===== src/rtl/boot_pkg.sv =====
// rtl/boot_pkg.sv - shared types and constants for the instruction-memory boot loader
package boot_pkg;

  typedef enum logic [2:0] {
    ST_HDR_LO,
    ST_HDR_HI,
    ST_DATA,
    ST_CHECK,
    ST_RUN,
    ST_FAIL
  } state_t;

  localparam int HDR_LEN        = 2;
  localparam int CSUM_LEN       = 1;
  localparam int DEF_ADDR_WIDTH = 10;

  function automatic int image_bytes(input int n_words);
    return HDR_LEN + 4 * n_words + CSUM_LEN;
  endfunction

endpackage


===== src/rtl/word_assembler.sv =====
// rtl/word_assembler.sv - packs little-endian payload bytes into 32-bit words
module word_assembler
  import boot_pkg::*;
(
  input  logic        i_clk,
  input  logic        i_rst,
  input  logic        i_valid,
  input  logic [7:0]  i_byte,
  output logic [31:0] o_word,
  output logic        o_word_done
);

  logic [1:0]  r_idx;
  logic [23:0] r_lanes;

  always_ff @(posedge i_clk or posedge i_rst) begin
    if (i_rst) begin
      r_idx   <= 2'd0;
      r_lanes <= 24'd0;
    end else if (i_valid) begin
      r_idx <= r_idx + 2'd1;
      case (r_idx)
        2'd0:    r_lanes[7:0]   <= i_byte;
        2'd1:    r_lanes[15:8]  <= i_byte;
        2'd2:    r_lanes[23:16] <= i_byte;
        default: ;
      endcase
    end
  end

  // Lane 3 is taken straight from the input so the word is complete on its own transfer edge.
  assign o_word_done = i_valid && (r_idx == 2'd3);
  assign o_word      = {i_byte, r_lanes};

endmodule


===== src/rtl/boot_loader.sv =====
// rtl/boot_loader.sv - streams a checksummed image into instruction memory and releases the core
module boot_loader
  import boot_pkg::*;
#(
  parameter int ADDR_WIDTH = DEF_ADDR_WIDTH
) (
  input  logic                  Clock,
  input  logic                  Reset,
  input  logic                  Byte_Valid,
  input  logic [7:0]            Byte_Data,
  output logic                  Byte_Ready,
  output logic                  Im_Write,
  output logic [ADDR_WIDTH-1:0] Im_Addr,
  output logic [31:0]           Im_Data,
  output logic [15:0]           Words_Loaded,
  output logic                  Cpu_Run,
  output logic                  Load_Error
);

  state_t                r_state;
  logic [15:0]           r_count;
  logic [15:0]           r_addr;
  logic [15:0]           r_words;
  logic [7:0]            r_csum;
  logic                  r_ovf;
  logic                  r_ready;
  logic                  r_write;
  logic                  r_run;
  logic                  r_err;
  logic [ADDR_WIDTH-1:0] r_im_addr;
  logic [31:0]           r_im_data;

  logic        w_xfer;
  logic        w_data_xfer;
  logic        w_word_done;
  logic [31:0] w_word;
  logic        w_out_of_range;
  logic        w_last_word;

  assign w_xfer         = Byte_Valid && r_ready;
  assign w_data_xfer    = w_xfer && (r_state == ST_DATA);
  assign w_out_of_range = (r_addr >> ADDR_WIDTH) != 16'd0;
  assign w_last_word    = ({1'b0, r_addr} + 17'd1) == {1'b0, r_count};

  word_assembler u_asm (
    .i_clk       (Clock),
    .i_rst       (Reset),
    .i_valid     (w_data_xfer),
    .i_byte      (Byte_Data),
    .o_word      (w_word),
    .o_word_done (w_word_done)
  );

  always_ff @(posedge Clock or posedge Reset) begin
    if (Reset) begin
      r_state   <= ST_HDR_LO;
      r_count   <= 16'd0;
      r_addr    <= 16'd0;
      r_words   <= 16'd0;
      r_csum    <= 8'd0;
      r_ovf     <= 1'b0;
      r_ready   <= 1'b1;
      r_write   <= 1'b0;
      r_run     <= 1'b0;
      r_err     <= 1'b0;
      r_im_addr <= '0;
      r_im_data <= 32'd0;
    end else begin
      r_write <= 1'b0;
      case (r_state)
        ST_HDR_LO: if (w_xfer) begin
          r_count[7:0] <= Byte_Data;
          r_state      <= ST_HDR_HI;
        end
        ST_HDR_HI: if (w_xfer) begin
          r_count[15:8] <= Byte_Data;
          r_csum        <= 8'd0;
          r_state       <= ({Byte_Data, r_count[7:0]} == 16'd0) ? ST_CHECK : ST_DATA;
        end
        ST_DATA: if (w_data_xfer) begin
          r_csum <= r_csum ^ Byte_Data;
          if (w_word_done) begin
            // Words beyond capacity are still consumed so the stream stays in sync with the checksum.
            if (w_out_of_range) begin
              r_ovf <= 1'b1;
            end else begin
              r_write   <= 1'b1;
              r_im_addr <= r_addr[ADDR_WIDTH-1:0];
              r_im_data <= w_word;
            end
            r_addr <= r_addr + 16'd1;
            if (r_words != 16'hFFFF) r_words <= r_words + 16'd1;
            if (w_last_word) r_state <= ST_CHECK;
          end
        end
        ST_CHECK: if (w_xfer) begin
          r_ready <= 1'b0;
          if ((Byte_Data == r_csum) && !r_ovf) begin
            r_state <= ST_RUN;
            r_run   <= 1'b1;
          end else begin
            r_state <= ST_FAIL;
            r_err   <= 1'b1;
          end
        end
        ST_RUN, ST_FAIL: ;
        default: r_state <= ST_HDR_LO;
      endcase
    end
  end

  assign Byte_Ready   = r_ready;
  assign Im_Write     = r_write;
  assign Im_Addr      = r_im_addr;
  assign Im_Data      = r_im_data;
  assign Words_Loaded = r_words;
  assign Cpu_Run      = r_run;
  assign Load_Error   = r_err;

endmodule


===== config.mk =====
export PLATFORM = sky130hd
export DESIGN_NAME = boot_loader
export DESIGN_NICKNAME = d
export VERILOG_FILES = /design/src/rtl/boot_pkg.sv /design/src/rtl/word_assembler.sv /design/src/rtl/boot_loader.sv
export SDC_FILE = /design/constraint.sdc
export NUM_CORES = 1
export LEC_CHECK = 0
export CORE_ASPECT_RATIO = 1.75
export CORE_MARGIN = 3
export CORE_UTILIZATION = 45
export CTS_CLUSTER_SIZE = 8
export DETAILED_ROUTE_END_ITERATION = 6
export PLACE_DENSITY = 0.7
export REMOVE_ABC_BUFFERS = 1
export SYNTH_ARGS = -nofsm -noshare
export SYNTH_HDL_FRONTEND = slang
export SYNTH_SLANG_ARGS = --single-unit

===== constraint.sdc =====
create_clock -name Clock -period 13.5 [get_ports Clock]
set_input_delay 2.7 -clock Clock [delete_from_list [all_inputs] [get_ports Clock]]
set_output_delay 2.7 -clock Clock [all_outputs]
set_load 0.01 [all_outputs]

==> impl_metrics.toml, run 1 <==
[worst_setup_path]
worst_path_largest_cell_delay_ns = 0.58
crit_path_frequent_cell = "nand2_1"
rrSetupSlack_ns = 10.99
critPathKind = "in2reg"
cpMaxStageDelayCell = "inv_2"
r2r_cells = 4
worstPathCellList = "clkdlybuf4s50_1 > and2_1 > and4_1 > nand3_2 > buf_4 > inv_2 > nand2_1 > nand2_1"
cp-end-kind = "register"
worstPathMaxFanout = 44
arrival_ns = 5.08
critPathLaunchType = "input port"
cp.required_ns = 13.85
timing.rr.start = "r_state[1]"
r2r-end = "u_asm.r_lanes[21]"

[logic_synthesis]
synth_top_cell_by_area = "dfrtp_1"
synth_top_area_share = 0.530
synthArstFlopShare = 1.00
ys_top_cells_by_area = "dfrtp_1 (53%), nand2_1 (9.5%), mux2_2 (7.5%)"
synth-edff-count = 0
yosys-top-cells-count = "nand2_1 (157), dfrtp_1 (131), mux2_2 (41)"
postSynthAreaPerCell_um2 = 10.7
ys.flop_type = "dfrtp_1"
ys_ff_latch = 132
synth.most_common_cell = "nand2_1"
synth_area_mm2 = 0.00619
synthCells = 577
ys_types = 55
yosys_warnings = 0
ys_seq_area_frac = 0.534

[timing]
timing.final.ws_setup_ns = 8.77
maxSlewViolCount = 0
rsz0062_at_grt = "no"
finalHoldViolCount = 0
setup_viol = 0
period_share = 0.350
finClkSkew_ns = 0.00849
period_minus_slack_ns = 4.73
max_slew_margin = 0.357
worst_pin_slew_ns = 0.957
fmax_ghz = 0.212
fin_hold_ws_ns = 0.470
tns_ns = 0

[die]
rows = 56
start_util = 0.460
die-width_um = 94.6
die_area_mm2 = 0.0152
io-pin-count = 73
die_y_um = 161
core_area_mm2 = 0.0135

[route]
drt_pass1_iterations = 4
drt_wl_total_um = 13900
dr_total_vias = 4332
via_per_inst = 5.24
drtIter0Drc = 132
post_drt_wl_per_cell_um = 16.8
drc = 0
detail-route-antenna-nets = 0

[placed_design]
port_buffers = 72
place_ws_ns = 8.34
place_congestion = 0.848
dp_hpwl_um = 9680

[clock_network]
tritoncts = "built"
cts_setup_buffers = 0
clockBufferDepth = 2
cts_buffers = 17
clkTransAtPathRegs_ns = 0.06
clockRootBuffer = "clkbuf_16"
hold_buffers = 0
cts_resized = 0
cts_num_sinks = 132
clk_latency_ns = 0.42
cts_max_level = 4

[cells_and_area]
antennaDiodeCount = 0
layout-drive-gt1-share = 0.158
fillers = 1189
syn_to_final_growth_pct = 22.9
final_net_count = 657
regArea_mm2 = 0.00330
multiInputGateArea_mm2 = 0.00266

[power_and_ir_drop]
p_leak_nw = 3.66
peakVddDrop_v = 0.0000841
fin_total_pwr_mw = 0.917
powerDensity_mw_per_mm2 = 121

[hold_path]
whs_path_depth = 2
whs_endpoint = "Im_Data[1]"
hp-start = "u_asm.r_lanes[1]"
min_path_type = "reg2reg"

[global_route]
grt_pass1_vias = 4485
grt_pass1_wl_um = 22900
gr-total-overflow = 0
antenna_found_initial = 0
track_usage = 0.197
grt_max_degree = 77

[status]
status = "finished, final reports clean"

[flow_run]
maxCapViolations = 0
-- per-stage QoR --
stage | std cells | area (um^2) | util
finish | 826 | 7600 | 0.565
global route | 826 | 7600 | 0.565
CTS | 826 | 7600 | 0.565
detailed placement | 795 | 6960 | 0.517
global placement | 795 | 6960 | 0.517
floorplan | 547 | 6000 | -
-- routing by layer --
layer,wire length (um),up-vias,global-route usage
li1,-,2039,-
met1,5320,2162,0.227
met2,7810,104,0.351
met3,458,27,0.0359
met4,330,0,0.0848
met5,0,-,0
-- critical path, delay by kind of cell --
kind	cells	cell delay (ns)
AND/OR/NAND/NOR	5	0.94
buffers and inverters	3	1.40
-- logic make-up (layout without fill, tap and decap cells) --
logic type,Yosys count,count (layout),share of synthesized area
and+or+nand+nor,252,252,0.203
AOI/OAI and AO/OA,39,39,0.0433
buffers and inverters,41,116,0.0374
xor gates and xnor gates,63,63,0.0904
muxes,44,44,0.0795
adders and majority gates,6,6,0.0121
DFF,132,132,0.534
-- worst max-delay path by stage --
stage	start	to	slack (ns)	cells past startpoint
after global routing	Byte_Valid	Im_Data[12]	8.59	8
after CTS	Byte_Valid	Im_Data[12]	8.76	8
after global placement	Byte_Valid	Im_Addr[6]	8.36	8
final	Byte_Valid	Im_Addr[1]	8.77	8
after floorplan	Reset	Cpu_Run	7.28	1
after detailed placement	Byte_Valid	Im_Data[13]	8.34	8
-- cells in the final DEF (no fill, tap or decap), types with 2 or more instances in the layout --
master	n
a21oi_1	2
a31oi_1	2
and2_1	3
and3_1	3
and4_1	2
buf_4	2
bufinv_16	5
clkbuf_16	17
clkdlybuf4s50_1	72
clkinv_2	3
clkinv_4	2
clkinvlp_4	2
dfrtp_1	131
ha_1	6
inv_1	9
mux2_2	41
mux2i_1	3
nand2_1	157
nand3_1	15
nand3_2	4
nand4_1	6
nand4_4	4
nor2_1	24
nor3_1	10
nor3_2	5
nor4_1	4
nor4_2	3
nor4_4	2
o21ai_0	21
xnor2_1	39
xor2_1	23
-- sequential cells by signal (all words and copies together) (netlist names), 2 cells and up --
register,cells
Words_Loaded,16
u_asm.r_idx,2
u_asm.r_lanes,24
Im_Data,32
r_state,3
r_count,16
r_addr,16
Im_Addr,10
r_csum,8
-- final cells by class --
cell class / count / share of cell area
Timing Repair Buffer: 74 / 0.0968
Clock buffer: 18 / 0.0578
Sequential cell: 132 / 0.435
Multi-Input combinational cell: 404 / 0.349
Tap cell: 174 / 0.0286
Clock inverter: 13 / 0.0272
Inverter: 11 / 0.00576
-- power by group --
group	switching [mW]	internal [mW]
sequential	0	0.396
clock	0.172	0.331
combinational	0.0137	0.00423
total	0.186	0.731
Note: power is estimated with default switching activity, not from simulation.
==> inputs of run 2 (changes only) <==
--- a/config.mk
+++ b/config.mk
@@ -10,7 +10,7 @@
 export CORE_UTILIZATION = 45
 export CTS_CLUSTER_SIZE = 8
 export DETAILED_ROUTE_END_ITERATION = 6
-export PLACE_DENSITY = 0.7
+export PLACE_DENSITY = 0.73
 export REMOVE_ABC_BUFFERS = 1
 export SYNTH_ARGS = -nofsm -noshare
 export SYNTH_HDL_FRONTEND = slang
==> constraint.sdc (replaced) <==
create_clock -name Clock -period 4.2 [get_ports Clock]
set_input_delay 0.84 -clock Clock [delete_from_list [all_inputs] [get_ports Clock]]
set_output_delay 0.84 -clock Clock [all_outputs]
set_load 0.01 [all_outputs]
==> impl_metrics.toml, run 2 (synthesis results as in run 1) <==
[timing]
rsz0062_at_grt = "no"
finClkSkew_ns = 0.0104
period_minus_slack_ns = 2.82
timing.final.ws_setup_ns = 1.38
maxSlewViolCount = 0
tns_ns = 0
max_slew_margin = 0.333
finalHoldViolCount = 0
fin_hold_ws_ns = 0.462
fmax_ghz = 0.355
period_share = 0.671
worst_pin_slew_ns = 0.992
setup_viol = 0

[worst_setup_path]
critPathLaunchType = "input port"
cp.required_ns = 4.51
worstPathMaxFanout = 10
arrival_ns = 3.13
cp-end-kind = "register"
critPathKind = "in2reg"

[die]
die-width_um = 94.6
die_y_um = 161
io-pin-count = 73
die_area_mm2 = 0.0152
start_util = 0.460
core_area_mm2 = 0.0135
rows = 56

[global_route]
gr-total-overflow = 0
grt_pass1_vias = 4522
antenna_found_initial = 0
grt_max_degree = 55
track_usage = 0.192
grt_pass1_wl_um = 22700

[power_and_ir_drop]
p_seq_frac = 0.461
p_sw_mw = 0.630
powerDensity_mw_per_mm2 = 364
swShare = 0.228
fin_total_pwr_mw = 2.76
cell_internal_pwr_mw = 2.13
p_comb_frac = 0.023
p_leak_nw = 3.66
peakVddDrop_v = 0.000286
clockPowerShare = 0.517

[route]
drtIter0Drc = 146
detail-route-antenna-nets = 0
dr_total_vias = 4302
drt_pass1_iterations = 4
via_per_inst = 5.16
post_drt_wl_per_cell_um = 16.5
drt_wl_total_um = 13700
drc = 0

[cells_and_area]
antennaDiodeCount = 0
design_area_mm2 = 0.00758
syn_to_final_growth_pct = 22.6
largest_reg_flops = 32
final_cell_mix = "nand2_1 (157), dfrtp_1 (131), clkdlybuf4s50_1 (72), mux2_2 (41), xnor2_1 (39)"
final_common_cell = "nand2_1"
layout-drive-gt1-share = 0.165
final_net_count = 663

[clock_network]
clockRootBuffer = "clkbuf_16"
hold_buffers = 0
clk_latency_ns = 0.41
cts_max_level = 4
clkTransAtPathRegs_ns = 0.06
clockBufferDepth = 2
cts_setup_buffers = 0
cts_num_sinks = 132
cts_resized = 0
cts_buffers = 17
tritoncts = "built"

[placed_design]
port_buffers = 72
dp_hpwl_um = 9550
place_ws_ns = 0.928
placed_cell_area_mm2 = 0.00702
place_congestion = 0.871

[flow_run]
maxCapViolations = 0

[status]
status = "finished, final reports clean"

[hold_path]
min_path_type = "reg2reg"
run 2: path summary, 6_finish.rpt:
check	startpoint	endpoint	slack, ns	cells past startpoint
hold reg to reg	u_asm.r_lanes[14]	Im_Data[14]	0.46	2
min in group asynchronous	Reset	Im_Data[19]	0.90	2
max in group asynchronous	Reset	r_count[12]	2.41	3
setup reg to reg	r_addr[0]	r_state[0]	1.96	6
setup / recovery	Byte_Data[6]	r_state[0]	1.38	7
hold / removal	u_asm.r_lanes[14]	Im_Data[14]	0.46	2
run 2: cell type report:
class                           instances  area, um^2
Inverter                               11        43.8
Fill cell                            1193        5870
Tap cell                              174         218
Clock inverter                         13         125
Clock buffer                           19         443
Timing Repair Buffer                   80         793
Multi-Input combinational cell        404        2660
Sequential cell                       132        3300
run 2: worst max-delay path: stages:
cell             delay (ns)
clkdlybuf4s50_1        0.69
nor4_4                 0.39
nand3_1                0.16
a22o_1                 0.24
a311oi_2               0.33
nand4b_1               0.17
o31ai_2                0.29
run 2: through the flow:
stage          cells  utilization
2_1_floorplan    547            -
3_3_place_gp     801        0.521
3_5_place_dp     801        0.521
4_1_cts          833        0.564
5_1_grt          833        0.564
6_report         833        0.564
run 2: per-layer routing:
metal	part of all wire	global-route usage
met1	0.40	0.219
met2	0.56	0.348
met3	0.025	0.0340
met4	0.016	0.0769
met5	0	0
run 2: power groups by stage:
| stage | logic [mW] | clock network, mW | registers [mW] |
|---|---|---|---|
| CTS | 0.0649 | 1.44 | 1.27 |
| detailed placement | 0.0645 | 0 | 1.29 |
| global route | 0.0695 | 1.50 | 1.27 |
| floorplan | 0.0247 | 0 | 1.30 |
| finish | 0.0627 | 1.43 | 1.27 |
| global placement | 0.0628 | 0 | 1.29 |
==> inputs of run 3 (changes only) <==
--- a/config.mk
+++ b/config.mk
@@ -10,7 +10,7 @@
 export CORE_UTILIZATION = 45
 export CTS_CLUSTER_SIZE = 8
 export DETAILED_ROUTE_END_ITERATION = 6
-export PLACE_DENSITY = 0.73
+export PLACE_DENSITY = 0.7
 export REMOVE_ABC_BUFFERS = 1
 export SYNTH_ARGS = -nofsm -noshare
 export SYNTH_HDL_FRONTEND = slang
==> constraint.sdc (replaced) <==
create_clock -name Clock -period 2.7 [get_ports Clock]
set_input_delay 0.54 -clock Clock [delete_from_list [all_inputs] [get_ports Clock]]
set_output_delay 0.54 -clock Clock [all_outputs]
set_load 0.01 [all_outputs]
==> impl_metrics.toml, run 3 (synthesis results as in run 1) <==
[status]
status = "finished, final reports clean"

[route]
drc = 0
drt_wl_total_um = 13700
via_per_inst = 5.18
dr_total_vias = 4400
drtIter0Drc = 196
detail-route-antenna-nets = 0
drt_pass1_iterations = 4
post_drt_wl_per_cell_um = 16.1

[global_route]
grt_pass1_vias = 4648
grt_max_degree = 48
antenna_found_initial = 0
grt_pass1_wl_um = 23500
gr-total-overflow = 0
track_usage = 0.198

[clock_network]
hold_buffers = 0
clk_latency_ns = 0.42
clockBufferDepth = 2
clockRootBuffer = "clkbuf_16"
cts_num_sinks = 132
cts_setup_buffers = 0
clkTransAtPathRegs_ns = 0.06
cts_resized = 0
cts_max_level = 4
tritoncts = "built"
cts_buffers = 17

[timing]
fmax_ghz = 0.446
fin_hold_ws_ns = 0.465
finalHoldViolCount = 0
worst_pin_slew_ns = 0.644
setup_viol = 0
max_slew_margin = 0.571
maxSlewViolCount = 0
period_minus_slack_ns = 2.24
finClkSkew_ns = 0.00814
rsz0062_at_grt = "no"
period_share = 0.830

[die]
die_y_um = 161
rows = 56
die-width_um = 94.6
core_area_mm2 = 0.0135
io-pin-count = 73
die_area_mm2 = 0.0152
start_util = 0.460

[worst_setup_path]
critPathKind = "reg2reg"
worstPathMaxFanout = 9
critPathLaunchType = "register"
arrival_ns = 2.56
cp-end-kind = "register"
cp.required_ns = 3.02

[placed_design]
dp_hpwl_um = 9900
place_congestion = 0.894
place_inst = 818
placed_cell_area_mm2 = 0.00717
port_buffers = 72

[cells_and_area]
multiInputGateArea_mm2 = 0.00266
layout-drive-gt1-share = 0.186
syn_to_final_growth_pct = 25.5
largest_reg_flops = 32
fillers = 1173
final_cell_mix = "nand2_1 (157), dfrtp_1 (131), clkdlybuf4s50_1 (72), mux2_2 (41), xnor2_1 (39)"
instances_no_fill = 850
design_area_mm2 = 0.00776
regArea_mm2 = 0.00330
final_common_cell = "nand2_1"
antennaDiodeCount = 0
final_net_count = 680

[hold_path]
min_path_type = "reg2reg"

[power_and_ir_drop]
peakVddDrop_v = 0.000454
p_leak_nw = 3.75
powerDensity_mw_per_mm2 = 567
fin_total_pwr_mw = 4.40

[flow_run]
maxCapViolations = 0
[run 3: cell count changes in the layout (fill, tap and decap cells not counted)]
| cell | change |
|---|---|
| inv_6 | +1 |
| buf_12 | +2 |
| clkinvlp_4 | +2 |
| clkbuf_8 | -1 |
| buf_4 | +15 |
| bufinv_16 | +1 |
| clkinv_4 | -1 |
| inv_8 | +1 |
| clkinv_2 | -3 |
[run 3: final timing paths]
kind,slack (ns),from,depth (start not counted),endpoint
max,0.46,r_addr[0],6,r_state[0]
min,0.47,u_asm.r_lanes[3],2,Im_Data[3]
max reg2reg,0.46,r_addr[0],6,r_state[0]
min reg2reg,0.47,u_asm.r_lanes[3],2,Im_Data[3]
max in group asynchronous,1.48,Reset,3,Words_Loaded[15]
min in group asynchronous,0.57,Reset,2,Im_Data[29]
[run 3: routing by layer]
metal  wire length (um)  vias up  share of wire  track usage
li1                   -     2098              -            -
met1               5240     2170           0.38        0.223
met2               7520       98           0.55        0.348
met3                444       34          0.032       0.0419
met4                478        0          0.035       0.0972
met5                  0        -              0            0
[run 3: power by group]
group          internal [mW]  switching (mW)  total (mW)
Clock                   1.39           0.930        2.32
Combinational         0.0365          0.0723       0.109
Sequential              1.98               0        1.98
Total                   3.40            1.00        4.40
[run 3: final cells by class]
class                   count  share of cell area
well taps                 174              0.0280
clock buffers              18              0.0553
repair buffers             97               0.122
clock inverters            14              0.0214
multi-input cells         404               0.342
flip-flops and latches    132               0.426
inverters                  11             0.00564
[run 3: worst max-delay path, stage by stage, from the launching register on]
cell	delay (ns)
dfrtp_1	0.50
ha_1	0.31
nand3_2	0.22
or3_1	0.37
a211oi_1	0.31
nand4b_1	0.16
o31ai_2	0.28
[run 3: through the flow]
stage          utilization  worst slack [ns]  TNS [ns]
3_5_place_dp         0.533            0.0511         0
2_1_floorplan            -             -1.36   -181.69
5_1_grt              0.577             0.249         0
3_3_place_gp         0.533            0.0745         0
4_1_cts              0.577             0.451         0
6_report             0.577             0.458         0
